## src/rtl/tc_pkg.sv

```systemverilog
// Shared types and constants for the tensor-core front end (token embedder and its FIFO).
package tc_pkg;

    typedef enum logic [2:0] {
        EMB_IDLE,
        EMB_TOK_RD,
        EMB_TOK_CHK,
        EMB_RD,
        EMB_DRAIN
    } embedder_state_t;

    // Token id that terminates a run.
    localparam int unsigned TOK_EOS = 0;

    // Depth of the embedder output FIFO; the read-issue credit check relies on this being 2.
    localparam int unsigned FIFO_DEPTH = 2;

endpackage

```

## src/rtl/emb_out_fifo.sv

```systemverilog
// Two-entry output FIFO for the token embedder. Each entry carries one embedding element plus
// its row-end flag. The head entry stays put until popped, so the bus holds under backpressure.
module emb_out_fifo
    import tc_pkg::*;
#(
    parameter int unsigned WIDTH = 9
) (
    input  logic             clk,
    input  logic             rst_n,
    input  logic             push,
    input  logic [WIDTH-1:0] push_data,
    input  logic             pop,
    output logic [WIDTH-1:0] head,
    output logic [1:0]       count,
    output logic             not_empty
);

    logic [WIDTH-1:0] mem_q [2];
    logic             wr_ptr_q;
    logic             rd_ptr_q;
    logic [1:0]       count_q;
    logic [1:0]       count_d;
    logic             do_push;
    logic             do_pop;

    // Guard against pushing into a full FIFO or popping an empty one.
    always_comb begin
        do_push = push && (count_q != 2'(FIFO_DEPTH));
        do_pop  = pop && (count_q != 2'd0);
        count_d = count_q;
        if (do_push && !do_pop) begin
            count_d = count_q + 2'd1;
        end else if (do_pop && !do_push) begin
            count_d = count_q - 2'd1;
        end
    end

    // Storage, pointers and occupancy; reset flushes everything to zero.
    always_ff @(posedge clk or negedge rst_n) begin
        if (!rst_n) begin
            mem_q[0] <= '0;
            mem_q[1] <= '0;
            wr_ptr_q <= 1'b0;
            rd_ptr_q <= 1'b0;
            count_q  <= 2'd0;
        end else begin
            if (do_push) begin
                mem_q[wr_ptr_q] <= push_data;
                wr_ptr_q        <= ~wr_ptr_q;
            end
            if (do_pop) begin
                rd_ptr_q <= ~rd_ptr_q;
            end
            count_q <= count_d;
        end
    end

    assign head      = mem_q[rd_ptr_q];
    assign count     = count_q;
    assign not_empty = (count_q != 2'd0);

endmodule

```

## src/rtl/token_embedder.sv

```systemverilog
// Token embedder: walks the encoder's token RAM from tok_base until EOS, fetches each token's
// embedding row from a synchronous SRAM and streams the elements on a valid/ready bus.
module token_embedder
    import tc_pkg::*;
#(
    parameter int unsigned ADDR_WIDTH     = 4,
    parameter int unsigned DATA_WIDTH     = 8,
    parameter int unsigned EMB_DIM        = 4,
    parameter int unsigned VOCAB_SIZE     = 16,
    parameter int unsigned EMB_ADDR_WIDTH = 8
) (
    input  logic                      clk,
    input  logic                      rst_n,
    input  logic                      start,
    input  logic [ADDR_WIDTH-1:0]     tok_base,
    output logic [ADDR_WIDTH-1:0]     tok_addr,
    input  logic [DATA_WIDTH-1:0]     tok_data,
    output logic [EMB_ADDR_WIDTH-1:0] emb_addr,
    input  logic [DATA_WIDTH-1:0]     emb_data,
    output logic                      out_valid,
    input  logic                      out_ready,
    output logic [DATA_WIDTH-1:0]     out_data,
    output logic                      out_last,
    output logic                      busy,
    output logic                      done,
    output logic [ADDR_WIDTH:0]       tok_count,
    output logic                      err
);

    localparam int unsigned IDX_W = $clog2(EMB_DIM);
    localparam logic [IDX_W-1:0] IDX_LAST = IDX_W'(EMB_DIM - 1);
    // Run limit when the RAM holds no EOS: one pass over every address.
    localparam logic [ADDR_WIDTH:0] TOK_MAX = {1'b1, {ADDR_WIDTH{1'b0}}};

    embedder_state_t       state_q, state_d;
    logic [ADDR_WIDTH-1:0] tok_addr_q, tok_addr_d;
    logic [ADDR_WIDTH:0]   tok_count_q, tok_count_d;
    logic                  err_q, err_d;
    logic [DATA_WIDTH-1:0] id_q, id_d;
    logic [IDX_W-1:0]      idx_q, idx_d;
    logic                  zero_q, zero_d;        // current token is out of vocabulary
    logic                  inflight_q, inflight_d; // element requested last cycle lands now
    logic                  pend_last_q, pend_last_d;
    logic                  pend_zero_q, pend_zero_d;

    logic                  issue;
    logic                  pop;
    logic [1:0]            fifo_count;
    logic [1:0]            occ;
    logic                  can_issue;
    logic [DATA_WIDTH:0]   fifo_head;
    logic [DATA_WIDTH-1:0] push_elem;

    assign pop = out_valid && out_ready;

    // Credit check: FIFO entries plus the element in flight must leave room for one more,
    // counting the slot freed by a pop this cycle so a row streams at one element per cycle.
    always_comb begin
        occ       = fifo_count + {1'b0, inflight_q};
        can_issue = (occ < 2'd2) || ((occ == 2'd2) && pop);
    end

    // Next-state logic for the run FSM, address counters and read pipeline.
    always_comb begin
        state_d     = state_q;
        tok_addr_d  = tok_addr_q;
        tok_count_d = tok_count_q;
        err_d       = err_q;
        id_d        = id_q;
        idx_d       = idx_q;
        zero_d      = zero_q;
        issue       = 1'b0;
        done        = 1'b0;

        unique case (state_q)
            EMB_IDLE: begin
                if (start) begin
                    tok_addr_d  = tok_base;
                    tok_count_d = '0;
                    err_d       = 1'b0;
                    state_d     = EMB_TOK_RD;
                end
            end
            EMB_TOK_RD: begin
                state_d = EMB_TOK_CHK;
            end
            EMB_TOK_CHK: begin
                if ((tok_data == DATA_WIDTH'(TOK_EOS)) || (tok_count_q == TOK_MAX)) begin
                    state_d = EMB_DRAIN;
                end else begin
                    id_d    = tok_data;
                    idx_d   = '0;
                    zero_d  = (32'(tok_data) >= VOCAB_SIZE);
                    if (zero_d) begin
                        err_d = 1'b1;
                    end
                    state_d = EMB_RD;
                end
            end
            EMB_RD: begin
                if (can_issue) begin
                    issue = 1'b1;
                    idx_d = idx_q + 1'b1;
                    if (idx_q == IDX_LAST) begin
                        tok_count_d = tok_count_q + 1'b1;
                        tok_addr_d  = tok_addr_q + 1'b1;
                        state_d     = EMB_TOK_RD;
                    end
                end
            end
            EMB_DRAIN: begin
                if ((fifo_count == 2'd0) && !inflight_q) begin
                    done    = 1'b1;
                    state_d = EMB_IDLE;
                end
            end
            default: begin
                state_d = EMB_IDLE;
            end
        endcase

        inflight_d  = issue;
        pend_last_d = issue && (idx_q == IDX_LAST);
        pend_zero_d = zero_q;
    end

    // State and datapath registers; reset aborts any run without a done pulse.
    always_ff @(posedge clk or negedge rst_n) begin
        if (!rst_n) begin
            state_q     <= EMB_IDLE;
            tok_addr_q  <= '0;
            tok_count_q <= '0;
            err_q       <= 1'b0;
            id_q        <= '0;
            idx_q       <= '0;
            zero_q      <= 1'b0;
            inflight_q  <= 1'b0;
            pend_last_q <= 1'b0;
            pend_zero_q <= 1'b0;
        end else begin
            state_q     <= state_d;
            tok_addr_q  <= tok_addr_d;
            tok_count_q <= tok_count_d;
            err_q       <= err_d;
            id_q        <= id_d;
            idx_q       <= idx_d;
            zero_q      <= zero_d;
            inflight_q  <= inflight_d;
            pend_last_q <= pend_last_d;
            pend_zero_q <= pend_zero_d;
        end
    end

    // Out-of-vocabulary tokens never touch the SRAM; their elements are forced to zero.
    always_comb begin
        emb_addr  = zero_q ? '0 : EMB_ADDR_WIDTH'({id_q, idx_q});
        push_elem = pend_zero_q ? '0 : emb_data;
    end

    emb_out_fifo #(
        .WIDTH (DATA_WIDTH + 1)
    ) u_fifo (
        .clk       (clk),
        .rst_n     (rst_n),
        .push      (inflight_q),
        .push_data ({pend_last_q, push_elem}),
        .pop       (pop),
        .head      (fifo_head),
        .count     (fifo_count),
        .not_empty (out_valid)
    );

    assign out_data  = fifo_head[DATA_WIDTH-1:0];
    assign out_last  = fifo_head[DATA_WIDTH];
    assign tok_addr  = tok_addr_q;
    assign tok_count = tok_count_q;
    assign err       = err_q;
    assign busy      = (state_q != EMB_IDLE);

endmodule

```

## config.mk

```make
export PLATFORM = sky130hd
export DESIGN_NAME = token_embedder
export DESIGN_NICKNAME = d
export VERILOG_FILES = /design/src/rtl/tc_pkg.sv /design/src/rtl/emb_out_fifo.sv /design/src/rtl/token_embedder.sv
export SDC_FILE = /design/constraint.sdc
export NUM_CORES = 1
export LEC_CHECK = 0
export CORE_UTILIZATION = 50
export CTS_CLUSTER_SIZE = 28
export DETAILED_ROUTE_END_ITERATION = 12
export GPL_TIMING_DRIVEN = 0
export PLACE_DENSITY = 0.81
export SLEW_MARGIN = 0
export SYNTH_ARGS = -nofsm -noshare
export SYNTH_HDL_FRONTEND = slang
export SYNTH_SLANG_ARGS = --single-unit
```

## constraint.sdc

```tcl
create_clock -name clk -period 2.3 [get_ports clk]
set_input_delay 0.23 -clock clk [delete_from_list [all_inputs] [get_ports clk]]
set_output_delay 0.23 -clock clk [all_outputs]
set_load 0.02 [all_outputs]
```

==> results of run 1 <==
[metrics by stage]
step,setup WS (ns),total power [mW],util (%),hold WS (ns)
floorplan,0.396,3.31,-,-0.0656
global placement,-0.275,4.18,64.9,0.462
detailed placement,0.173,4.26,65.2,0.138
CTS,0.0293,4.89,67.7,0.349
global route,0.0153,5.18,67.8,0.367
finish,0.130,4.86,67.8,0.348
[flip-flops by register name, indices dropped and copies added, names as in the netlist]
| name | count |
|---|---|
| u_fifo.wr_ptr_q | 1 |
| err | 1 |
| idx_q | 2 |
| state_q | 3 |
| pend_last_q | 1 |
| id_q | 6 |
| pend_zero_d | 1 |
| inflight_q | 1 |
| tok_count | 5 |
| u_fifo.mem_q | 18 |
| u_fifo.rd_ptr_q | 1 |
| u_fifo.count | 2 |
| tok_addr | 4 |
| pend_zero_q | 1 |
[area by class of cell]
type,count,area (um^2),share of cell area (%)
Clock inverter,3,43.8,1.37
Timing Repair Buffer,55,556,17.3
Inverter,9,33.8,1.05
Buffer,6,36.3,1.13
Sequential cell,47,1180,36.7
Clock buffer,5,68.8,2.15
Tap cell,67,83.8,2.62
Multi-Input combinational cell,148,1200,37.6
[logic make-up (layout without fill, tap and decap cells)]
family	count (synthesis)	in the layout
muxes	38	38
and+or+nand+nor	59	59
DFF	47	47
buffers and inverters	16	78
adders and majority gates	6	6
AOI/OAI and AO/OA	40	40
xor gates and xnor gates	5	5
[worst max-delay path by stage]
| stage | start | to | slack [ns] |
|---|---|---|---|
| floorplan | u_fifo.count[0] | idx_q[0] | 0.40 |
| global placement | rst_n | id_q[3] | -0.28 |
| detailed placement | tok_data[4] | id_q[1] | 0.17 |
| CTS | state_q[2] | busy | 0.03 |
| global route | state_q[0] | done | 0.02 |
| finish | state_q[0] | done | 0.13 |
[placed cells by master, fill, tap and decap left out, drive strengths merged, types with 2 or more instances in the layout]
master,instances
clkbuf,7
xnor2,4
a31oi,6
clkdlybuf4s50,52
mux2,36
inv,9
dfrtp,47
o21ai,6
o21a,2
nand2,8
buf,6
nor2b,18
ha,6
a32oi,4
a22o,2
clkinv,2
nor3,2
mux2i,2
a21oi,6
nand3b,2
nand3,4
and3,4
a21o,6
nand2b,2
nor2,12
nor4,2
[where the power goes]
part	switching [mW]	internal (mW)	leakage (nW)	total, mW
clock network	0.281	0.324	0.0581	0.605
logic	1.28	1.42	0.789	2.70
registers	0.340	1.21	0.570	1.55
total	1.90	2.95	1.42	4.86
[layer usage]
layer  vias up  wire, um  part of all wire, %  track usage, %
met5         -         0                    0               0
met4         0        28                 0.55            5.23
met3         4       214                  4.2            4.58
met2        52      2520                   49            33.6
met1       907      2370                   46            28.0
li1        881         -                    -               -
[timing repair]
action | CTS | global route
setup buffers | 0 | 0
setup endpoints to repair | 9 | 1
hold buffers | 1 | 0
endpoints found under the hold margin | 11 | 0
resized for setup | 0 | 1
==> summary.txt, run 1 <==
status: complete, no violations
H-tree Lvls: 2
Inst Count DP: 332
CP Max Fanout: 10
Mapped Avg Cell Area: 11.6 um^2
CTS tree: built
max frequency: 0.461 GHz
DRC Markers: 0
max cap viols: 0
Async S/R FF share, synth: 100%
first drt pass iteration count: 4
r2r startpoint: u_fifo.count[0]
die area: 5180 um^2
HP Class: in2async
Worst slew margin: 59.9%
CP bufs+invs: 2
Root Buffer: clkbuf_8
Non-Filler Instances: 340
overall die height: 72.0 um
net count after synthesis: 241
IO Port Bufs: 53
EDFF count, synth: 0
CTS Buf Count: 5
Synth Area in Compound Gates: 13.0%
Final Setup Violations: 0
R2R Path End: tok_count[1]
sequential area share after synthesis: 48.0%
worst stage delay on the critical path: 0.53 ns
Max VDD drop: 883 uV
Pleak: 1.42 nW
RSZ-0062 raised after global routing: false
Die W: 72.0 um
Slew Limit Fails: 0
Post-Synth Adder-Cell Area: 3.06%
Final Wtd Congestion: 0.736
Mapped Cells: 211
Worst-Skew Late Latency: 0.30 ns
post-route cell area: 3200 um^2
cell taking the most area after synthesis: dfrtp_1
top-count cell post-synth: dfrtp_1
Placed Area: 3080 um^2
top-area cell type share of the netlist area: 48.0%
WL per Instance: 15.1 um
post-synthesis mux area share: 17.4%
final wirelength: 5.14 mm
first-pass GRT wire length: 8.20 mm
vias in the first global route: 1755
Area Overhead vs Synth: 30.7%
R2R Setup Slk: 0.21 ns
Final nets: 302
Worst path slowest cell: clkdlybuf4s50_1
delay-heaviest family, CP: buffers and inverters
remaining antenna violation count: 0
Worst-path clk slew: 0.09 ns
grt total ovfl: 0
measured slew at the worst slew-check pin: 0.596 ns
yosys synthesis warning count: 0
Vias/cell: 5.42
Post-Syn Area: 2450 um^2
synth unique cells: 45
initial core utilization: 51.9%
initial antenna violation count: 0
CTS max path bufs: 2
commonest cells in the netlist: 47 x dfrtp_1, 35 x mux2_2, 18 x nor2b_1, 11 x nor2_1, 9 x inv_1
critical-path cell list: clkbuf_1 -> nor2_1 -> and3_1 -> clkdlybuf4s50_1
Setup CP Type: reg2out
DRT iter0 DRCs: 79
filler instances: 385
FF-to-FF path depth: 6
Most used DFF post-synth: dfrtp_1
setup TNS: 0 ns
layout cell share with drive strength beyond 1: 21.6%
combinational family with the most area after synthesis: multiplexers
Core Area: 4720 um^2
vias: 1844
Worst Path Required: 2.07 ns
DP HPWL: 3.61 mm
Synth Register Bits: 47
Final min period: 2.17 ns
clk sinks: 47
P per Cell Area: 1520 nW/um^2
I/O Pins: 54
CP Launch Type: flip-flop
CP arrival: 1.94 ns
Tcrit/Tclk final: 94.3%
largest net degree at the start of global routing: 37
Post-Route Skew: 0.00599 ns
GRT Overall Usage: 20.6%
xor and xnor area share after synthesis: 1.79%
final hold vios: 0
Crit. End Element: primary output
Post-Synth Simple-Gate Area: 13.7%
n_diodes: 0
Levels on crit path: 4
Synth area leaders: dfrtp_1 48%, mux2_2 16%, nor2b_1 4.6%, ha_1 3.1%, a21o_1 1.8%
Rows: 25
Power figures use the tool's default switching activity.
==> inputs of run 2 (changes only) <==
Settings changed: SKIP_CTS_REPAIR_TIMING from default to 1.
==> run 2 against run 1 <==
  * Register-to-register slack about the same
  * Non-clock buffer count is the same
  * Clock power about the same
  * Via count down 0.11%
  * Worst hold slack better by 0.00087 ns
  * Combinational power is essentially flat
  * Global-route usage unchanged
  * Power is essentially flat
  * Highest routed layer unchanged
==> summary.txt, run 2 (same netlist as run 1, synthesis figures left out) <==
IO Port Bufs: 53 (unchanged)
end of the critical path: done (unchanged)
vias: 1842 (was 1844)
r2r startpoint: u_fifo.count[0] (unchanged)
initial core utilization: 51.9% (unchanged)
Max Used Layer: met4 (unchanged)
Placed Area: 3080 um^2 (unchanged)
DRT iter0 DRCs: 81 (was 79)
largest net degree at the start of global routing: 37 (unchanged)
Final Wtd Congestion: 0.736 (unchanged)
status: complete, no violations (unchanged)
filler instances: 385 (unchanged)
final wirelength: 5.14 mm (about the same)
measured slew at the worst slew-check pin: 0.589 ns (was 0.596 ns)
CP Max Fanout: 10 (unchanged)
setup ws final: 0.130 ns (about the same)
initial antenna violation count: 0 (unchanged)
Pleak: 1.42 nW (unchanged)
post-route cell area: 3200 um^2 (unchanged)
first-pass GRT wire length: 8.20 mm (unchanged)
final hold vios: 0 (unchanged)
Worst-Skew Late Latency: 0.30 ns (about the same)
Core Area: 4720 um^2 (unchanged)
Setup CP Type: reg2out (unchanged)
max frequency: 0.461 GHz (about the same)
max FFs per register: 18 (unchanged)
WL met2: 2.49 mm (was 2.52 mm)
Rows: 25 (unchanged)
die area: 5180 um^2 (unchanged)
dpl ws: 0.173 ns (unchanged)
WL met3: 216 um (was 214 um)
WL per Instance: 15.1 um (about the same)
Final nets: 302 (unchanged)
Die W: 72.0 um (unchanged)
Area Overhead vs Synth: 30.7% (unchanged)
Final min period: 2.17 ns (about the same)
CP arrival: 1.94 ns (about the same)
DP HPWL: 3.61 mm (unchanged)
layout cell share with drive strength beyond 1: 21.6% (unchanged)
Worst slew margin: 60.4% (was 59.9%)
Final Setup Violations: 0 (unchanged)
Slew Limit Fails: 0 (unchanged)
CTS max path bufs: 2 (unchanged)
GRT Overall Usage: 20.6% (unchanged)
Worst Path Required: 2.07 ns (about the same)
HP Class: in2async (unchanged)
R2R Setup Slk: 0.22 ns (was 0.21 ns)
H-tree Lvls: 2 (unchanged)
clk sinks: 47 (unchanged)
CTS tree: built (unchanged)
FF-to-FF path depth: 6 (unchanged)
Biggest register: u_fifo.mem_q (unchanged)
most frequent cells in the layout: 52 x clkdlybuf4s50_1, 47 x dfrtp_1, 35 x mux2_2 (unchanged)
Root Buffer: clkbuf_8 (unchanged)
DRC Markers: 0 (unchanged)
Crit. End Element: primary output (unchanged)
P per Cell Area: 1520 nW/um^2 (about the same)
overall die height: 72.0 um (unchanged)
most common cell after layout, fill and taps aside: clkdlybuf4s50_1 (unchanged)
CTS Buf Count: 5 (unchanged)
length of routed wiring on met1: 2.40 mm (was 2.37 mm)
CP Launch Type: flip-flop (unchanged)
Post-Route Skew: 0.00611 ns (was 0.00599 ns)
vias in the first global route: 1766 (was 1755)
worst setup path startpoint: state_q[0] (unchanged)
Tcrit/Tclk final: 94.3% (about the same)
R2R Path End: tok_count[1] (unchanged)
n_diodes: 0 (unchanged)
Max VDD drop: 884 uV (was 883 uV)
grt total ovfl: 0 (unchanged)
RSZ-0062 raised after global routing: false (unchanged)
first drt pass iteration count: 4 (unchanged)
remaining antenna violation count: 0 (unchanged)
I/O Pins: 54 (unchanged)
Vias/cell: 5.42 (about the same)
max cap viols: 0 (unchanged)
Worst-path clk slew: 0.09 ns (about the same)
run 2: final cells by class:
| type | instances | area (um^2) | share of cell area (%) |
|---|---|---|---|
| clock buffer | 5 | 68.8 | 2.15 |
| clock inverter | 3 | 43.8 | 1.37 |
| buffer | 6 | 36.3 | 1.13 |
| tap | 67 | 83.8 | 2.62 |
| multi-input combinational | 148 | 1200 | 37.6 |
| inverter | 9 | 33.8 | 1.05 |
| sequential | 47 | 1180 | 36.7 |
| timing repair buffer | 55 | 556 | 17.3 |
run 2: stage by stage:
stage | TNS, ns | total power, mW | std cells | hold WS (ns) | util, %
after global routing | 0 | 5.18 | 340 | 0.367 | 67.8
final | 0 | 4.86 | 340 | 0.349 | 67.8
after global placement | -12.82 | 4.18 | 331 | 0.462 | 64.9
after detailed placement | 0 | 4.26 | 332 | 0.138 | 65.2
after floorplan | 0 | 3.31 | 211 | -0.0656 | -
after CTS | -0.126 | 4.89 | 340 | -0.190 | 67.6
run 2: layer usage:
layer  vias up  track usage (%)
li1        879                -
met1       907             28.0
met2        52             33.6
met3         4             4.58
met4         0             5.23
met5         -                0
run 2: power by group:
part	switching, mW	leakage (nW)	total (mW)	internal [mW]
Sequential	0.342	0.570	1.56	1.21
Combinational	1.28	0.789	2.70	1.42
Clock	0.284	0.0581	0.608	0.324
run 2: worst min path at each step:
stage / depth (start not counted) / end / start / slack [ns]
3_3_place_gp: 1 / id_q[0] / id_q[0] / 0.46
5_1_grt: 2 / u_fifo.count[0] / rst_n / 0.37
4_1_cts: 1 / u_fifo.count[0] / rst_n / -0.19
2_1_floorplan: 0 / err / rst_n / -0.07
3_5_place_dp: 1 / u_fifo.count[0] / rst_n / 0.14
6_report: 2 / u_fifo.count[0] / rst_n / 0.35
run 2: critical path: stages (launching register included):
cell,delay (ns)
dfrtp_1,0.45
clkbuf_1,0.40
nor2_1,0.09
and3_1,0.17
clkdlybuf4s50_1,0.53
